<file path="src/rtl/std_divmod_pkg.sv">
// Shared types for the streaming divide/modulo unit.
//   divmod_state_e  : controller states (IDLE, BUSY, HOLD)
//   divmod_result_t : quotient, remainder and divide-by-zero flag. Fields are
//                     sized for the widest legal instance; an instantiator
//                     zero-extends into it and slices its own width back out.
package std_divmod_pkg;

  localparam int MAX_WIDTH = 64;

  typedef enum logic [1:0] {
    IDLE = 2'd0,
    BUSY = 2'd1,
    HOLD = 2'd2
  } divmod_state_e;

  typedef struct packed {
    logic [MAX_WIDTH-1:0] quotient;
    logic [MAX_WIDTH-1:0] remainder;
    logic                 div_by_zero;
  } divmod_result_t;

endpackage

</file>
<file path="src/rtl/std_divmod_core.sv">
// Restoring-division datapath: one quotient bit per step.
// Ports:
//   clk, reset_n     clock, async active-low reset
//   load             capture left/right, clear remainder and counter
//   step             perform one iteration
//   left, right      dividend / divisor operands
//   last             counter is on the final iteration
//   quotient_next    quotient after the current iteration (combinational)
//   remainder_next   remainder after the current iteration (combinational)
//   div_by_zero      latched divisor is zero
module std_divmod_core
  import std_divmod_pkg::*;
#(
  parameter int width = 32
) (
  input  logic             clk,
  input  logic             reset_n,
  input  logic             load,
  input  logic             step,
  input  logic [width-1:0] left,
  input  logic [width-1:0] right,
  output logic             last,
  output logic [width-1:0] quotient_next,
  output logic [width-1:0] remainder_next,
  output logic             div_by_zero
);

  localparam int CNT_W = $clog2(width) + 1;

  // Dividend and quotient share one register: the dividend shifts out of the
  // MSB while quotient bits shift into the freed LSB.
  logic [width-1:0] work_q;
  logic [width-1:0] divisor_q;
  logic [width-1:0] rem_q;
  logic [CNT_W-1:0] cnt_q;

  logic [width:0]   rem_shift;
  logic             rem_ge;

  always_comb begin
    rem_shift      = {rem_q, work_q[width-1]};
    rem_ge         = rem_shift >= {1'b0, divisor_q};
    // After a successful subtract the result is below the divisor, so the
    // low width bits hold it exactly.
    remainder_next = rem_ge ? (rem_shift[width-1:0] - divisor_q) : rem_shift[width-1:0];
    quotient_next  = {work_q[width-2:0], rem_ge};
    last           = (cnt_q == CNT_W'(width - 1));
    div_by_zero    = (divisor_q == '0);
  end

  always_ff @(posedge clk or negedge reset_n) begin
    if (!reset_n) begin
      work_q    <= '0;
      divisor_q <= '0;
      rem_q     <= '0;
      cnt_q     <= '0;
    end else if (load) begin
      work_q    <= left;
      divisor_q <= right;
      rem_q     <= '0;
      cnt_q     <= '0;
    end else if (step) begin
      work_q    <= quotient_next;
      rem_q     <= remainder_next;
      cnt_q     <= cnt_q + CNT_W'(1);
    end
  end

endmodule

</file>
<file path="src/rtl/std_divmod_stream.sv">
// Streaming unsigned divide/modulo with ready/valid on both sides and a
// single-entry result hold register.
// Ports:
//   clk, reset_n                 clock, async active-low reset
//   in_valid, in_ready           operand handshake
//   left, right                  dividend, divisor
//   out_valid, out_ready         result handshake
//   quotient, remainder          left / right, left % right
//   div_by_zero                  accepted right was zero
//
// state | meaning
// IDLE  | waiting for an operand pair
// BUSY  | iterating, one quotient bit per cycle
// HOLD  | result valid, waiting for the consumer
module std_divmod_stream
  import std_divmod_pkg::*;
#(
  parameter int width = 32
) (
  input  logic             clk,
  input  logic             reset_n,
  input  logic             in_valid,
  output logic             in_ready,
  input  logic [width-1:0] left,
  input  logic [width-1:0] right,
  output logic             out_valid,
  input  logic             out_ready,
  output logic [width-1:0] quotient,
  output logic [width-1:0] remainder,
  output logic             div_by_zero
);

  divmod_state_e    state_q, state_d;
  divmod_result_t   res_q;

  logic             accept, drain, step, last;
  logic [width-1:0] core_quotient, core_remainder;
  logic             core_div_by_zero;

  // A drain in HOLD frees the hold register on the same edge, so a new pair
  // can be taken then; this is the only path from out_ready to in_ready.
  assign in_ready  = reset_n && ((state_q == IDLE) || ((state_q == HOLD) && out_ready));
  assign accept    = in_valid && in_ready;
  assign out_valid = (state_q == HOLD);
  assign drain     = out_valid && out_ready;

  always_comb begin
    state_d = state_q;
    step    = 1'b0;
    case (state_q)
      IDLE: if (accept) state_d = BUSY;
      BUSY: begin
        step = 1'b1;
        if (last) state_d = HOLD;
      end
      HOLD: if (drain) state_d = accept ? BUSY : IDLE;
      default: state_d = IDLE;
    endcase
  end

  always_ff @(posedge clk or negedge reset_n) begin
    if (!reset_n) state_q <= IDLE;
    else          state_q <= state_d;
  end

  std_divmod_core #(.width(width)) u_core (
    .clk            (clk),
    .reset_n        (reset_n),
    .load           (accept),
    .step           (step),
    .left           (left),
    .right          (right),
    .last           (last),
    .quotient_next  (core_quotient),
    .remainder_next (core_remainder),
    .div_by_zero    (core_div_by_zero)
  );

  // Captures the final iteration's combinational result so the outputs only
  // move on the BUSY->HOLD edge and stay put through the next operation.
  always_ff @(posedge clk or negedge reset_n) begin
    if (!reset_n) begin
      res_q <= '0;
    end else if ((state_q == BUSY) && last) begin
      res_q <= '{quotient:    MAX_WIDTH'(core_quotient),
                 remainder:   MAX_WIDTH'(core_remainder),
                 div_by_zero: core_div_by_zero};
    end
  end

  assign quotient    = res_q.quotient[width-1:0];
  assign remainder   = res_q.remainder[width-1:0];
  assign div_by_zero = res_q.div_by_zero;

  generate
    if (width < MAX_WIDTH) begin : g_pad
      logic unused_pad;
      assign unused_pad = ^{res_q.quotient[MAX_WIDTH-1:width], res_q.remainder[MAX_WIDTH-1:width]};
    end
  endgenerate

endmodule

</file>
<file path="config.mk">
export PLATFORM = sky130hd
export DESIGN_NAME = std_divmod_stream
export DESIGN_NICKNAME = d
export VERILOG_FILES = /design/src/rtl/std_divmod_pkg.sv /design/src/rtl/std_divmod_core.sv /design/src/rtl/std_divmod_stream.sv
export SDC_FILE = /design/constraint.sdc
export NUM_CORES = 1
export LEC_CHECK = 0
export CORE_UTILIZATION = 36
export DETAILED_ROUTE_END_ITERATION = 6
export PLACE_DENSITY = 0.54
export SKIP_CTS_REPAIR_TIMING = 1
export SYNTH_ARGS = -nofsm -noshare
export SYNTH_HDL_FRONTEND = slang
export SYNTH_HIERARCHICAL = 1
export SYNTH_SLANG_ARGS = --single-unit
export TNS_END_PERCENT = 50
</file>
<file path="constraint.sdc">
create_clock -name clk -period 4 [get_ports clk]
set_input_delay 0.6 -clock clk [delete_from_list [all_inputs] [get_ports clk]]
set_output_delay 0.6 -clock clk [all_outputs]
set_load 0.03 [all_outputs]
</file>
==> flow_summary.ini, run 1 <==
[cts]
cts_tree = done
cts-htree-levels = 4
cts.reportedPaths.clkPinSlew_ns = 0.07
numClockSinks = 169
cts-root-buf = clkbuf_16
cts_buffers = 17
insertion_delay_ns = 0.44
clockBufferDepth = 2

[synthesis]
synth-edff-count = 0
syn-num-nets = 1079
dominant_cell_type_by_area_after_synthesis = dfrtp_1
post_synth_instance_area_sq_mm = 0.009763
synth_area_leaders = dfrtp_1, mux2_4, o21ai_0, ha_1, mux2_2
synth.top_cell.area_share_pct = 43.32
netlist-cell-type-count = 72
syn_area_per_cell_sq_um = 9.993
synthCells = 977
dominant_synthesized_flop_cell = dfrtp_1
async_flop_share_pct = 100.0
synth_seq_cells = 169
seq_area_frac_synth_pct = 43.32
yosys_warnings = 6

[routing]
routed-via-count = 7467
dr.first_iter.drc_count = 486
ant_nets = 0
wl_per_cell_microns = 17.80
wirelength_microns = 25010
viasPerCell = 5.315
1st_pass_router_iterations = 5
drt_drc_violations_left = 0

[timing]
post-route-worst-setup-slack_ns = 0.4791
timing.fmax_mhz = 284.0
min_period_over_period_pct = 88.02
timing.final.max_slew_violations = 0
timing.final.crit_period_ns = 3.521
timing.final.hold_violations = 0
totalNegativeSetupSlack_ns = 0
rsz0062_at_grt = no
worst_clock_skew_ns = 0.01166
worst_pin_slew_ns = 1.190
setup_viols_final = 0
maxSlewHeadroom_pct = 20.69

[die]
floorplan.die_area_sq_mm = 0.02778
core-area_sq_mm = 0.02635
floorplan.die.width_microns = 166.7
io-pin-count = 135
floorplan.initialDensity_pct = 37.05
rows = 59
fp.dieH_microns = 166.7

[cells_and_area]
ff_latch_area_sq_mm = 0.004229
antennaDiodeCount = 0
n_fill_cell = 2550
multiInputGateArea_sq_mm = 0.004867
finalCoreUtilization_pct = 44.53
area_delta_synth_final_pct = 20.21
final_cell_count_no_fill = 1405
layout.nets = 1159
drive_gt1_share_pct = 13.46

[worst_setup_path]
cp-end-kind = register
rr_startpoint = u_core/work_q[31]
startpoint_type_of_the_worst_setup_path = register
cp.arrival_ns = 3.84
timing.critical_path.required_ns = 4.32
worstSetupStartpoint = u_core/work_q[31]
path_max_fanout = 4
timing.setup.critical_path_class = register to register

[power_and_ir_drop]
p_leak_nw = 5.340
pwr_dens_mw_per_mm2 = 1013
p_total_w = 0.01189
peakVddDrop_uv = 459.4

[placed_design]
gp_congestion = 0.8349
detailed_placement_wirelength_estimate_microns = 17290
dpl_worst_slack_ns = 0.5071
port_buffers = 134
numPlacedInstances = 1373

[global_route]
grt_util_all_layers_pct = 18.47
grt_first_pass_wirelength_microns = 40990
antenna_violations_before_repair = 0
grt_remaining_overflow = 0
number_of_global_route_vias_before_repair = 7237
grt_max_degree = 68

[outcome]
outcome = finished, final reports clean

[min_path]
min_path_type = input port to asynchronous set/reset pin

[job]
timing.max_cap.violations = 0
-- cell usage in the layout, fill, tap and decap left out, drive strengths merged, types with 6 or more instances in the layout --
cell,n
dfrtp,169
xnor2,12
a21o,11
inv,51
nand2,105
a31oi,6
nor3b,6
nor2,55
clkbuf,17
xor2,12
nand3b,8
nor4,15
a211o,7
a311oi,21
buf,18
nand4,15
nand3,22
mux2i,34
o21ai,100
a21oi,34
clkdlybuf4s50,133
and3,8
a211oi,7
nor3,14
ha,33
o21bai,8
mux2,77
-- cells by family (layout without fill, tap and decap cells) --
logic type / after synthesis / count (layout) / share of synthesized area, %
DFF: 169 / 169 / 43.32
and+or+nand+nor: 273 / 273 / 13.49
adders and majority gates: 34 / 34 / 4.434
xor gates and xnor gates: 24 / 24 / 2.153
muxes: 111 / 111 / 13.87
buffers and inverters: 133 / 226 / 6.997
AOI/OAI and AO/OA: 233 / 233 / 15.74
-- power breakdown --
part / leakage [nW] / internal [W] / switching (W) / total [W]
combinational: 2.91 / 0.00311 / 0.00416 / 0.00727
sequential: 2.15 / 0.00245 / 0.000524 / 0.00297
clock: 0.279 / 0.000833 / 0.000810 / 0.00164
-- Yosys cell counts, types with 2 or more instances --
| cell type | n |
|---|---|
| a211oi_1 | 6 |
| ha_1 | 33 |
| o21ai_0 | 98 |
| nand3b_1 | 7 |
| a21oi_1 | 33 |
| clkbuf_1 | 35 |
| nor2b_1 | 5 |
| buf_6 | 6 |
| a31oi_1 | 6 |
| a2111oi_1 | 2 |
| nand2_1 | 105 |
| nor3b_1 | 6 |
| a311oi_1 | 21 |
| or3_1 | 5 |
| o21bai_1 | 8 |
| mux2_2 | 35 |
| buf_2 | 11 |
| dfrtp_1 | 169 |
| inv_1 | 42 |
| nor2_1 | 55 |
| nand2b_1 | 5 |
| nand4_1 | 14 |
| a31o_2 | 4 |
| a311o_1 | 2 |
| and3_1 | 8 |
| a21boi_0 | 3 |
| o211ai_1 | 5 |
| nand3_1 | 22 |
| o21a_1 | 4 |
| and2_1 | 4 |
| mux2_4 | 39 |
| buf_4 | 33 |
| o31ai_1 | 3 |
| o31a_1 | 2 |
| a21o_1 | 11 |
| nor3_1 | 13 |
| mux2i_1 | 34 |
| xnor2_1 | 12 |
| buf_1 | 4 |
| xor2_1 | 12 |
| o32ai_1 | 2 |
| mux2_1 | 3 |
| nor4_1 | 15 |
| a211o_1 | 7 |
-- critical path: stages (launching register included) --
cell and delay (ns):
dfrtp_1 0.39, inv_1 0.08, ha_1 0.17, inv_1 0.05, fa_1 0.39, a21o_1 0.19, a221oi_1 0.47, nand4bb_1 0.25
a21boi_0 0.16, o31a_1 0.36, a21o_1 0.19, a311oi_1 0.31, o21ai_0 0.12, mux2_4 0.27
-- area by class of cell --
| class | instances | area share [%] |
|---|---|---|
| Multi-Input combinational cell | 675 | 41.47 |
| Sequential cell | 169 | 36.03 |
| Timing Repair Buffer | 151 | 12.63 |
| Clock buffer | 17 | 3.625 |
| Tap cell | 335 | 3.571 |
| Inverter | 43 | 1.375 |
| Clock inverter | 15 | 1.290 |
-- per-layer routing --
| metal | track usage [%] | wire length, microns |
|---|---|---|
| met5 | 0 | 0 |
| met4 | 4.026 | 221 |
| met3 | 3.279 | 780 |
| met2 | 27.97 | 11160 |
| met1 | 27.31 | 12840 |
-- through the flow --
step,area (sq um),hold slack [ns]
after global placement,11160,0.4830
after floorplan,9763,0.3044
after detailed placement,11160,0.4832
after CTS,11740,0.01128
after global routing,11740,0.01766
final,11740,0.01925
-- worst paths after layout --
check                                           end  cells after the start  slack (ns)
worst max register to register        remainder[28]                     13        0.48
worst min-delay path            u_core/divisor_q[4]                      1        0.02
min in group clk                       quotient[19]                      1        0.51
worst min register to register         quotient[19]                      1        0.51
worst max-delay path                  remainder[28]                     13        0.48
max in group asynchronous          u_core/work_q[5]                      3        2.53
-- state kept, by name, summed over array words and instances (netlist names) --
| name | flops |
|---|---|
| u_core/work_q | 32 |
| u_core/cnt_q | 6 |
| quotient | 32 |
| remainder | 32 |
| u_core/divisor_q | 32 |
| state_q | 2 |
| u_core/rem_q | 32 |
| div_by_zero | 1 |
Note: power is estimated with default switching activity, not from simulation.
==> run 2: changes to the inputs <==
--- a/config.mk
+++ b/config.mk
@@ -5,9 +5,10 @@
 export SDC_FILE = /design/constraint.sdc
 export NUM_CORES = 1
 export LEC_CHECK = 0
-export CORE_UTILIZATION = 36
+export CORE_ASPECT_RATIO = 1.4
+export CORE_UTILIZATION = 50
 export DETAILED_ROUTE_END_ITERATION = 6
-export PLACE_DENSITY = 0.54
+export PLACE_DENSITY = 0.75
 export SKIP_CTS_REPAIR_TIMING = 1
 export SYNTH_ARGS = -nofsm -noshare
 export SYNTH_HDL_FRONTEND = slang
==> constraint.sdc (replaced) <==
create_clock -name clk -period 3.1 [get_ports clk]
set_input_delay 0.465 -clock clk [delete_from_list [all_inputs] [get_ports clk]]
set_output_delay 0.465 -clock clk [all_outputs]
set_load 0.03 [all_outputs]
==> flow_summary.ini, run 2 (synthesis results as in run 1) <==
[outcome]
outcome = finished, violations left
failed_checks = negative setup slack

[worst_setup_path]
cp.arrival_ns = 3.52
timing.critical_path.required_ns = 3.42
timing.setup.critical_path_class = register to register
critical_path.max_stage_delay_ns = 0.40
path_max_fanout = 4
startpoint_type_of_the_worst_setup_path = register
worst_path_max_delay_cell = dfrtp_1
cp-end-kind = register
critical_path.cell_chain = inv_2 -> ha_4 -> inv_2 -> fa_2 -> a21o_1 -> a221oi_2 -> nand4bb_4 -> a21boi_2 -> o31a_1 -> mux2i_1 -> nand3_1 -> mux2_4 -> mux2_4

[cts]
numClockSinks = 169
cts.reportedPaths.clkPinSlew_ns = 0.07
cts-htree-levels = 4
clockBufferDepth = 2
cts_buffers = 17
cts-root-buf = clkbuf_16
cts_tree = done
insertion_delay_ns = 0.43

[routing]
ant_nets = 0
drt_drc_violations_left = 0
dr.first_iter.drc_count = 493
wl_per_cell_microns = 17.95
viasPerCell = 5.694
1st_pass_router_iterations = 6
routed-via-count = 7829
wirelength_microns = 24690

[cells_and_area]
layout.nets = 1216
area_delta_synth_final_pct = 27.72
layout.cells.most_common_list = dfrtp_1, clkdlybuf4s50_1, nand2_1, o21ai_0, buf_4
layout.cells.most_common = dfrtp_1
drive_gt1_share_pct = 21.30
final_cell_count_no_fill = 1375
final_non_filler_cell_area_sq_mm = 0.01247
antennaDiodeCount = 0

[timing]
finalHoldWorstSlack_ns = 0.1836
timing.final.max_slew_violations = 0
timing.final.crit_period_ns = 3.207
timing.fmax_mhz = 311.8
timing.final.hold_violations = 0
totalNegativeSetupSlack_ns = -0.1893
rsz0062_at_grt = yes
worst_clock_skew_ns = 0.009162
maxSlewHeadroom_pct = 40.22
post-route-worst-setup-slack_ns = -0.1074
setup_viols_final = 4
min_period_over_period_pct = 103.5
worst_pin_slew_ns = 0.8967

[die]
fp.dieH_microns = 167.3
rows = 60
floorplan.initialDensity_pct = 51.00
floorplan.die.width_microns = 120.1
io-pin-count = 135
floorplan.die_area_sq_mm = 0.02010
core-area_sq_mm = 0.01914

[placed_design]
numPlacedInstances = 1331
detailed_placement_wirelength_estimate_microns = 16960
placedInstanceArea_sq_mm = 0.01146
gp_congestion = 0.9221
port_buffers = 134

[job]
timing.max_cap.violations = 0

[power_and_ir_drop]
pwr_dens_mw_per_mm2 = 1395
peakVddDrop_uv = 606.7
p_total_w = 0.01739
p_leak_nw = 5.704

[global_route]
number_of_global_route_vias_before_repair = 7747
grt_util_all_layers_pct = 24.49
grt_first_pass_wirelength_microns = 39060
antenna_violations_before_repair = 0
grt_remaining_overflow = 0
grt_max_degree = 170

[min_path]
min_path_type = input port to asynchronous set/reset pin
-- run 2: cell types whose count changed in the layout (fill, tap and decap cells not counted), moves of 4 or more --
| cell | change |
|---|---|
| o21ai_0 | -5 |
| ha_2 | +4 |
| buf_4 | +48 |
| inv_2 | +4 |
| ha_4 | +10 |
| buf_12 | +6 |
| mux2_4 | +4 |
| mux2_2 | -4 |
| inv_1 | -4 |
| ha_1 | -14 |
-- run 2: path summary, 6_finish.rpt --
path | cells after the start | from | slack [ns] | to
max | 13 | u_core/work_q[31] | -0.11 | remainder[26]
min | 2 | reset_n | 0.18 | quotient[14]
max reg2reg | 13 | u_core/work_q[31] | -0.11 | remainder[26]
min reg2reg | 1 | quotient[19] | 0.51 | quotient[19]
max in group asynchronous | 2 | reset_n | 2.19 | u_core/rem_q[14]
min in group clk | 3 | reset_n | 0.40 | state_q[0]
-- run 2: cell type report --
type / instances / area (sq um)
clock inverter: 14 / 155.1
sequential: 169 / 4232
inverter: 43 / 161.4
timing repair buffer: 208 / 2011
multi-input combinational: 675 / 5161
tap: 248 / 310.3
clock buffer: 18 / 439.2
fill: 1495 / 6674
-- run 2: where the power goes --
part / leakage [nW] / internal (W) / total (W) / switching [W]
clock network: 0.285 / 0.00110 / 0.00214 / 0.00103
registers: 2.15 / 0.00316 / 0.00386 / 0.000693
logic: 3.27 / 0.00537 / 0.0114 / 0.00603
-- run 2: through the flow --
| step | utilization, % | setup slack, ns |
|---|---|---|
| after global routing | 65.14 | -0.2376 |
| after global placement | 59.88 | -0.07467 |
| final | 65.14 | -0.1074 |
| after floorplan | - | 0.02606 |
| after detailed placement | 59.88 | -0.1959 |
| after CTS | 62.99 | -0.2194 |
-- run 2: routing by layer --
metal,part of all wire [%],vias up,wire length (microns),GRT usage (%)
li1,-,3745,-,-
met1,43,3844,10560,30.40
met2,51,191,12570,41.75
met3,2.9,49,728,3.542
met4,3.4,0,828,11.20
met5,0,-,0,0
-- run 2: worst max-delay path: cells and delay by family (launching register included) --
| family | cells | cell delay (ns) |
|---|---|---|
| fa+ha+maj | 2 | 0.52 |
| buf+inv | 2 | 0.13 |
| mux | 3 | 0.75 |
| flops | 1 | 0.40 |
| simple gates | 2 | 0.35 |
| compound gates | 4 | 0.94 |
